**config.mk**
```make
export PLATFORM = sky130hd
export DESIGN_NAME = control_registro_4
export DESIGN_NICKNAME = d
export VERILOG_FILES = /design/src/rtl/registro_pkg.sv /design/src/rtl/control_registro_4_buffer_entrada.sv /design/src/rtl/control_registro_4.sv
export SDC_FILE = /design/constraint.sdc
export NUM_CORES = 1
export LEC_CHECK = 0
export ABC_AREA = 1
export BUFFER_PORTS_ARGS = -buffer_cell sky130_fd_sc_hd__buf_2
export CAP_MARGIN = 20
export CORE_AREA = 2 2 47 49
export CTS_CLUSTER_SIZE = 14
export DETAILED_ROUTE_END_ITERATION = 10
export DIE_AREA = 0 0 49 51
export MAX_ROUTING_LAYER = met4
export PLACE_DENSITY = 0.7
export SYNTH_ARGS = -nofsm -noshare
export SYNTH_HDL_FRONTEND = slang
export SYNTH_SLANG_ARGS = --single-unit
```
**constraint.sdc**
```tcl
create_clock -name CLK -period 1.4 [get_ports CLK]
set_clock_uncertainty 0.15 [all_clocks]
set_input_delay 0.28 -clock CLK [delete_from_list [all_inputs] [get_ports CLK]]
set_output_delay 0.28 -clock CLK [all_outputs]
set_load 0.01 [all_outputs]
```
**src/rtl/registro_pkg.sv**
```systemverilog
// Shared definitions for the shift-register sequencer: register modes, FSM states, buffer width.
// The buffer always carries a rotate bit; it stays 0 unless CONTROL_REGISTRO_ROTATE_EN is defined.
package registro_pkg;

   localparam logic [1:0] MODO_SHIFT = 2'b00;
   localparam logic [1:0] MODO_ROT   = 2'b01;
   localparam logic [1:0] MODO_LOAD  = 2'b10;
   localparam logic [1:0] MODO_HOLD  = 2'b11;

   // {word[3:0], dir, fill, rotate}
   localparam int ENTRADA_W = 7;

   typedef enum logic [1:0] {
      IDLE    = 2'd0,
      LOAD    = 2'd1,
      SHIFT   = 2'd2,
      DONE_ST = 2'd3
   } estado_t;

endpackage

```
**src/rtl/control_registro_4_buffer_entrada.sv**
```systemverilog
// buffer_entrada: one-entry input buffer, ready while empty and not cleared, synchronous clear.
// A pushed entry is visible on q from the next cycle until popped.
module buffer_entrada #(
   parameter int W = 7
) (
   input  logic         clk,
   input  logic         clr,
   input  logic [W-1:0] dato,
   input  logic         valid,
   output logic         ready,
   input  logic         pop,
   output logic [W-1:0] q,
   output logic         full
);

   assign ready = !full && !clr;

   always_ff @(posedge clk) begin
      if (clr) begin
         full <= 1'b0;
         q    <= '0;
      end else if (valid && ready) begin
         full <= 1'b1;
         q    <= dato;
      end else if (pop) begin
         full <= 1'b0;
      end
   end

endmodule

```
**src/rtl/control_registro_4.sv**
```systemverilog
// control_registro_4: buffers 4-bit words and drives a 4-bit shift register to load, then shift each out.
// Optional macro CONTROL_REGISTRO_ROTATE_EN adds ROTAR_IN, selecting rotate mode for a word.
module control_registro_4
   import registro_pkg::*;
#(
   parameter int N_SHIFT = 4
) (
   input  logic       CLK,
   input  logic       RESET,
   input  logic [3:0] DATO_IN,
   input  logic       DIR_IN,
   input  logic       RELLENO_IN,
`ifdef CONTROL_REGISTRO_ROTATE_EN
   input  logic       ROTAR_IN,
`endif
   input  logic       DATO_VALID,
   output logic       DATO_READY,
   output logic       ENB,
   output logic [1:0] MODO,
   output logic       DIR,
   output logic [3:0] D,
   output logic       S_IN,
   output logic       BUSY,
   output logic       DONE
);

   localparam logic [3:0] ULTIMO = 4'(N_SHIFT - 1);

   logic [ENTRADA_W-1:0] entrada;
   logic [ENTRADA_W-1:0] salida;
   logic                 buf_full;
   logic                 pop;
   estado_t              estado;
   logic [3:0]           cnt;
   logic [3:0]           word;
   logic                 dir_w;
   logic                 fill_w;
   logic                 rot_w;

`ifdef CONTROL_REGISTRO_ROTATE_EN
   assign entrada = {DATO_IN, DIR_IN, RELLENO_IN, ROTAR_IN};
`else
   assign entrada = {DATO_IN, DIR_IN, RELLENO_IN, 1'b0};
`endif

   // The next word may be taken from IDLE or straight out of DONE_ST.
   assign pop = buf_full && (estado == IDLE || estado == DONE_ST);

   buffer_entrada #(.W(ENTRADA_W)) u_buffer (
      .clk   (CLK),
      .clr   (RESET),
      .dato  (entrada),
      .valid (DATO_VALID),
      .ready (DATO_READY),
      .pop   (pop),
      .q     (salida),
      .full  (buf_full)
   );

   always_ff @(posedge CLK) begin
      if (RESET) begin
         estado <= IDLE;
         cnt    <= 4'd0;
         word   <= 4'd0;
         dir_w  <= 1'b0;
         fill_w <= 1'b0;
         rot_w  <= 1'b0;
      end else begin
         case (estado)
            IDLE, DONE_ST: begin
               if (buf_full) begin
                  estado <= LOAD;
                  word   <= salida[6:3];
                  dir_w  <= salida[2];
                  fill_w <= salida[1];
                  rot_w  <= salida[0];
               end else begin
                  estado <= IDLE;
               end
            end
            LOAD: begin
               estado <= SHIFT;
               cnt    <= 4'd0;
            end
            SHIFT: begin
               if (cnt == ULTIMO) begin
                  estado <= DONE_ST;
                  cnt    <= 4'd0;
               end else begin
                  cnt <= cnt + 4'd1;
               end
            end
            default: estado <= IDLE;
         endcase
      end
   end

   // DIR keeps the last word's direction outside LOAD/SHIFT.
   always_comb begin
      ENB  = 1'b0;
      MODO = MODO_HOLD;
      DIR  = dir_w;
      D    = 4'd0;
      S_IN = 1'b0;
      BUSY = 1'b0;
      DONE = 1'b0;
      case (estado)
         LOAD: begin
            ENB  = 1'b1;
            MODO = MODO_LOAD;
            D    = word;
            BUSY = 1'b1;
         end
         SHIFT: begin
            ENB  = 1'b1;
            MODO = rot_w ? MODO_ROT : MODO_SHIFT;
            D    = word;
            S_IN = fill_w && !rot_w;
            BUSY = 1'b1;
         end
         DONE_ST: DONE = 1'b1;
         default: ;
      endcase
   end

endmodule

```
==> results of run 1 <==
## metrics by stage
| stage | TNS [ns] | total power, uW | instances | worst slack, ns | hold slack [ns] |
|---|---|---|---|---|---|
| 6_report | -2.440 | 1337 | 174 | -0.2606 | 0.03288 |
| 2_1_floorplan | 0 | 811.1 | 111 | 0.003447 | 0.1917 |
| 5_1_grt | -3.898 | 1410 | 174 | -0.3217 | 0.03316 |
| 3_5_place_dp | 0 | 864.9 | 156 | 0.01316 | 0.3006 |
| 4_1_cts | -2.055 | 1260 | 168 | -0.2500 | 0.03449 |
| 3_3_place_gp | 0 | 858.5 | 156 | 0.04625 | 0.2932 |
## sequential cells by signal, summed over array words and instances (netlist names)
name           count
DIR                1
u_buffer.full      1
word               4
u_buffer.q         6
fill_w             1
cnt                4
estado             2
## synthesized netlist by cell type
cell type	instances
nand2_1	17
nor2_4	1
inv_2	3
dfxtp_1	19
ha_1	4
nand3_1	20
o21ai_1	4
inv_4	1
nor2_2	1
o21ai_0	1
o21ai_2	2
a21o_1	1
a21oi_1	8
nand3_2	1
nand2_2	3
nor2_1	11
buf_6	3
inv_1	10
buf_4	1
## layout make-up
class                   count  area [sq um]
multi-input cells          75         493.0
well taps                  28         35.03
clock inverters             1         5.005
clock buffers               3         22.52
repair buffers             34         249.0
inverters                  14         57.56
fillers                   201         812.0
flip-flops and latches     19         389.1
## power groups by stage
| stage | clock network, uW | registers, uW | logic, uW |
|---|---|---|---|
| after CTS | 293 | 613 | 354 |
| after global placement | 0 | 620 | 239 |
| after detailed placement | 0 | 622 | 243 |
| final | 291 | 610 | 436 |
| after floorplan | 0 | 619 | 193 |
| after global routing | 319 | 616 | 475 |
## final timing paths
kind / slack [ns] / depth (start not counted) / end
setup reg to reg: -0.14 / 8 / cnt[2]$_SDFFE_PP0N_
hold reg to reg: 0.32 / 2 / word[2]$_SDFFE_PP0P_
hold / removal: 0.03 / 3 / u_buffer.q[2]$_SDFFE_PP0P_
setup / recovery: -0.26 / 4 / ENB
## worst max-delay path: stages, from the launching register on
cell	delay (ns)
dfxtp_2	0.35
inv_2	0.05
ha_4	0.32
clkinv_4	0.08
buf_6	0.12
## routing by layer
layer	GRT usage (%)	routed length [um]
met2	26.48	1057
met4	7.143	40
met5	-	0
met1	17.52	774
met3	3.801	79
## placed cells by master (no fill, tap or decap)
cell type	count
clkinv_2	1
a21oi_1	5
nand2_8	1
buf_6	9
nand3_2	3
ha_4	2
inv_1	8
dfxtp_2	1
a21oi_2	3
o21ai_2	2
nand3_1	18
nand2_4	4
nand2_2	3
dfxtp_4	2
ha_1	2
clkbuf_4	3
o21ai_1	4
dfxtp_1	16
buf_4	9
inv_2	5
nor2_4	2
buf_2	16
nor2_1	11
o21ai_0	1
clkinv_4	1
a21o_1	1
nand2_1	13
## what timing repair did
action / in CTS / in global routing
gates resized for setup: 15 / 18
setup endpoints to repair: 14 / 24
gates cloned: 0 / 1
pin swaps: 7 / 1
setup buffers: 8 / 6
## cells by family (layout without fill, tap and decap cells)
kind of cell | count (synthesis) | count (layout) | share of synthesized area [%]
buf+inv | 18 | 52 | 11.10
flops | 19 | 19 | 43.80
fa+ha+maj | 4 | 4 | 5.764
compound gates | 16 | 16 | 10.38
simple gates | 54 | 55 | 28.96
==> results.sh, run 1 <==
export IMPL_routed_via_density=4.724
export IMPL_cts_tree="built"
export IMPL_ys_seq_elements=19
export IMPL_vdd_drop_max_mv=0.5799
export IMPL_core_area_sq_um=2063
export IMPL_final_util_pct=60.64
export IMPL_totalWireLength_mm=1.951
export IMPL_drv_slew=0
export IMPL_drive_gt1_share_pct=45.89
export IMPL_slew_headroom_pct=81.52
export IMPL_syn_num_nets=124
export IMPL_violations="setup timing"
export IMPL_place_area_sq_um=983.4
export IMPL_startpoint="estado[0]$_SDFFE_PP0P_"
export IMPL_grtUsageTotal_pct=15.60
export IMPL_ant_nets=0
export IMPL_cts_hold_buffers=0
export IMPL_finalCritPeriodShare_pct=118.6
export IMPL_pwr_share_comb_pct=32.6
export IMPL_p_leak_uw=0.0005924
export IMPL_globalplace_congestion=0.8016
export IMPL_start_kind="register"
export IMPL_drcViolationCount=0
export IMPL_grt_overflow=0
export IMPL_diodes=0
export IMPL_crit_path_max_fanout=8
export IMPL_worstPathArrival_ns=1.23
export IMPL_clock_tree_buffer_depth=2
export IMPL_ioPinCount=21
export IMPL_fin_area_sq_um=1251
export IMPL_fmax_mhz=602.2
export IMPL_route_detailed_wl_per_inst_um=11.21
export IMPL_die_x_um=49
export IMPL_first_pass_iters=3
export IMPL_max_cap_violations=0
export IMPL_netlist_cell_type_count=19
export IMPL_setup_violations=15
export IMPL_min_path_type="input pin to register"
export IMPL_synth_top_area_cell="dfxtp_1"
export IMPL_syn_avg_cell_area_sq_um=7.823
export IMPL_syn_inst=111
export IMPL_grt_max_degree=17
export IMPL_ctsHtreeMaxLevel=1
export IMPL_nNetsFinal=160
export IMPL_end_kind="primary output"
export IMPL_tightest_slew_ns=0.2768
export IMPL_r2r_start="estado[0]$_SDFFE_PP0P_"
export IMPL_die_h_um=51
export IMPL_clock_sinks=19
export IMPL_p_sw_uw=436.0
export IMPL_ys_warn_count=0
export IMPL_finalHoldViolCount=0
export IMPL_min_period_ns=1.661
export IMPL_status="finished with violations"
export IMPL_sequentialPowerShare_pct=45.6
export IMPL_dieArea_sq_um=2499
export IMPL_hp_start="DIR_IN"
export IMPL_vias=822
export IMPL_yosys_top_cells_area="dfxtp_1 44%, nand3_1 12%, nand2_1 7.3%"
export IMPL_required_ns=0.97
export IMPL_ys_seq_area_share_pct=43.80
export IMPL_worstSkewPairLatency_ns=0.31
export IMPL_grt_pass1_wl_mm=2.939
export IMPL_grt_pass1_vias=742
export IMPL_p_int_uw=901.1
export IMPL_antenna_found_initial=0
export IMPL_p_clk_share_pct=21.8
export IMPL_clk_pin_slew_worst_paths_ns=0.12
export IMPL_rows=17
export IMPL_start_util_pct=42.09
export IMPL_cts_buffers_inserted=3
export IMPL_grt_setup_unrepaired="true"
export IMPL_synth_top_cell_area_share_pct=43.80
export IMPL_pwr_density_cell_nw_per_um2=1069
export IMPL_clockRootBuffer="clkbuf_4"
export IMPL_netlist_area_sq_um=868.3
export IMPL_swShare_pct=32.61
export IMPL_syn_to_final_growth_pct=44.09
export IMPL_setup_slack_ns=-0.2606
export IMPL_drtIter0Drc=7
export IMPL_portBuffers=20
export IMPL_dpl_hpwl_mm=1.197
export IMPL_criticalPathCategory="register to primary output"
No activity file was read; power rests on OpenSTA's default activity.
==> run 2: changes to the inputs <==
==> constraint.sdc (replaced) <==
create_clock -name CLK -period 1.4 [get_ports CLK]
set_clock_uncertainty 0.15 [all_clocks]
set_input_delay 0.07 -clock CLK [delete_from_list [all_inputs] [get_ports CLK]]
set_output_delay 0.07 -clock CLK [all_outputs]
set_load 0.01 [all_outputs]
==> run 2 against run 1 <==
  * Final cell count shrank 2.9%
  * Die area is the same
  * Largest cell class unchanged
  * Core utilization shrank 7.0 points
  * Worst hold slack gained 0.28 ns
  * Sequential cell count is the same
  * Global-route usage shrank 0.13 points
  * Non-clock buffer count shrank 4
  * Critical path depth is the same
  * Via count shrank 1.8%
  * Wire length shrank 19%
  * Sequential share of layout area grew 3.5 points
  * The run still ends with setup timing left
==> results.sh, run 2 (synthesized netlist as in run 1, its figures left out) <==
export IMPL_finalCritPeriodShare_pct=102.4
export IMPL_vias=807
export IMPL_p_clk_share_pct=23.6
export IMPL_die_h_um=51
export IMPL_grt_setup_unrepaired="true"
export IMPL_slew_headroom_pct=82.23
export IMPL_max_cap_violations=0
export IMPL_grt_pass1_vias=808
export IMPL_fmax_mhz=697.7
export IMPL_ctsHtreeMaxLevel=1
export IMPL_slowest_delay_ns=0.35
export IMPL_setup_slack_ns=-0.03338
export IMPL_cts_buffers_inserted=3
export IMPL_drcViolationCount=0
export IMPL_fin_area_sq_um=1106
export IMPL_p_int_uw=809.3
export IMPL_path_cells="inv_2 > ha_4 > inv_4 > buf_2"
export IMPL_min_path_type="register to register"
export IMPL_top_regs="u_buffer.q (6), cnt (4), word (4)"
export IMPL_placed_cells=155
export IMPL_clockRootBuffer="clkbuf_4"
export IMPL_vdd_drop_max_mv=0.8025
export IMPL_holdWs_ns=0.3085
export IMPL_drive_gt1_share_pct=29.79
export IMPL_final_util_pct=53.61
export IMPL_p_leak_uw=0.0005289
export IMPL_p_sw_uw=338.1
export IMPL_pwr_density_cell_nw_per_um2=1037
export IMPL_swShare_pct=29.47
export IMPL_grtUsageTotal_pct=15.48
export IMPL_antenna_found_initial=0
export IMPL_worstSkewPairLatency_ns=0.29
export IMPL_drtIter0Drc=7
export IMPL_sequentialPowerShare_pct=53.0
export IMPL_largest_reg_flops=6
export IMPL_power_uw=1147
export IMPL_status="finished with violations"
export IMPL_crit_path_max_fanout=9
export IMPL_route_detailed_wl_per_inst_um=9.402
export IMPL_nNetsFinal=155
export IMPL_start_util_pct=42.09
export IMPL_drv_slew=0
export IMPL_ant_nets=0
export IMPL_place_area_sq_um=975.9
export IMPL_core_area_sq_um=2063
export IMPL_dieArea_sq_um=2499
export IMPL_tightest_slew_ns=0.2662
export IMPL_mostFrequentLayoutCells="20 x nand3_1, 20 x buf_2, 17 x dfxtp_1, 17 x nand2_1, 11 x nor2_1"
export IMPL_grt_pass1_wl_mm=2.953
export IMPL_required_ns=1.18
export IMPL_grt_max_degree=17
export IMPL_clock_sinks=19
export IMPL_ioPinCount=21
export IMPL_num_fill_cells=224
export IMPL_min_period_ns=1.433
export IMPL_finalHoldViolCount=0
export IMPL_syn_to_final_growth_pct=27.38
export IMPL_diodes=0
export IMPL_crit_buf_inv=3
export IMPL_routed_via_density=4.775
export IMPL_stdcell_count=169
export IMPL_pwr_share_comb_pct=23.4
export IMPL_setup_violations=6
export IMPL_crit_family="flip-flops"
export IMPL_dpl_hpwl_mm=1.159
export IMPL_clock_tree_buffer_depth=2
export IMPL_rows=17
export IMPL_violations="setup timing"
export IMPL_crit_path_top_delay_cell="dfxtp_2"
export IMPL_end_kind="primary output"
export IMPL_portBuffers=20
export IMPL_grt_overflow=0
export IMPL_totalWireLength_mm=1.589
export IMPL_criticalPathCategory="register to primary output"
export IMPL_die_x_um=49
export IMPL_cts_tree="built"
export IMPL_regMostFlops="u_buffer.q"
export IMPL_worstPathArrival_ns=1.21
export IMPL_globalplace_congestion=0.7740
export IMPL_first_pass_iters=4
export IMPL_clk_pin_slew_worst_paths_ns=0.10
export IMPL_start_kind="register"
[run 2: changes by cell type in the layout (fill, tap and decap cells not counted), moves of 2 or more]
cell	delta
nand2_1	+4
nand3_1	+2
nand2_4	-4
buf_6	-9
dfxtp_4	-2
buf_2	+4
buf_4	-7
a21oi_2	-3
dlygate4sd3_1	+8
a21oi_1	+3
nand3_2	-2
[run 2: routing by layer]
layer | GRT usage [%] | up-vias | wire length [um]
met5 | - | - | 0
met4 | 4.286 | 0 | 20
met3 | 3.509 | 2 | 63
met2 | 29.45 | 20 | 822
met1 | 16.06 | 367 | 682
li1 | - | 418 | -
[run 2: worst paths after layout]
check	startpoint	endpoint	slack (ns)	depth (start not counted)
hold reg to reg	word[1]$_SDFFE_PP0P_	word[1]$_SDFFE_PP0P_	0.31	2
setup reg to reg	estado[0]$_SDFFE_PP0P_	estado[0]$_SDFFE_PP0P_	0.03	6
hold / removal	word[1]$_SDFFE_PP0P_	word[1]$_SDFFE_PP0P_	0.31	2
setup / recovery	estado[0]$_SDFFE_PP0P_	BUSY	-0.03	4
[run 2: worst min-delay path, cell delays in order, from the launching register on]
cell     delay, ns
dfxtp_1       0.31
inv_1         0.06
a21oi_1       0.05
[run 2: per-stage QoR]
stage / TNS [ns] / worst slack [ns]
global route: -0.9639 / -0.1063
CTS: -0.2395 / -0.04678
detailed placement: 0 / 0.003670
floorplan: 0 / 0.008683
finish: -0.1523 / -0.03338
global placement: 0 / 0.03557
[run 2: cell type report]
type	count	area, sq um	share of cell area (%)
Multi-Input combinational cell	74	411.6	37.22
Sequential cell	19	382.9	34.62
Timing Repair Buffer	30	195.2	17.65
Inverter	14	55.05	4.977
Tap cell	28	35.03	3.167
Clock buffer	4	26.28	2.376
[run 2: power by group through the flow]
stage,Clock [uW],Combinational [uW],Sequential (uW)
2_1_floorplan,0,193,619
3_3_place_gp,0,235,620
3_5_place_dp,0,239,622
4_1_cts,281,270,609
5_1_grt,303,303,615
6_report,270,268,609
[run 2: what timing repair did]
action | CTS | global route
pin swaps | 1 | 0
hold buffers | 8 | 0
gates resized for setup | 2 | 1
cloned | 0 | 0
setup buffers | 2 | 0
setup endpoints to repair | 13 | 16
hold endpoints to repair | 10 | 0
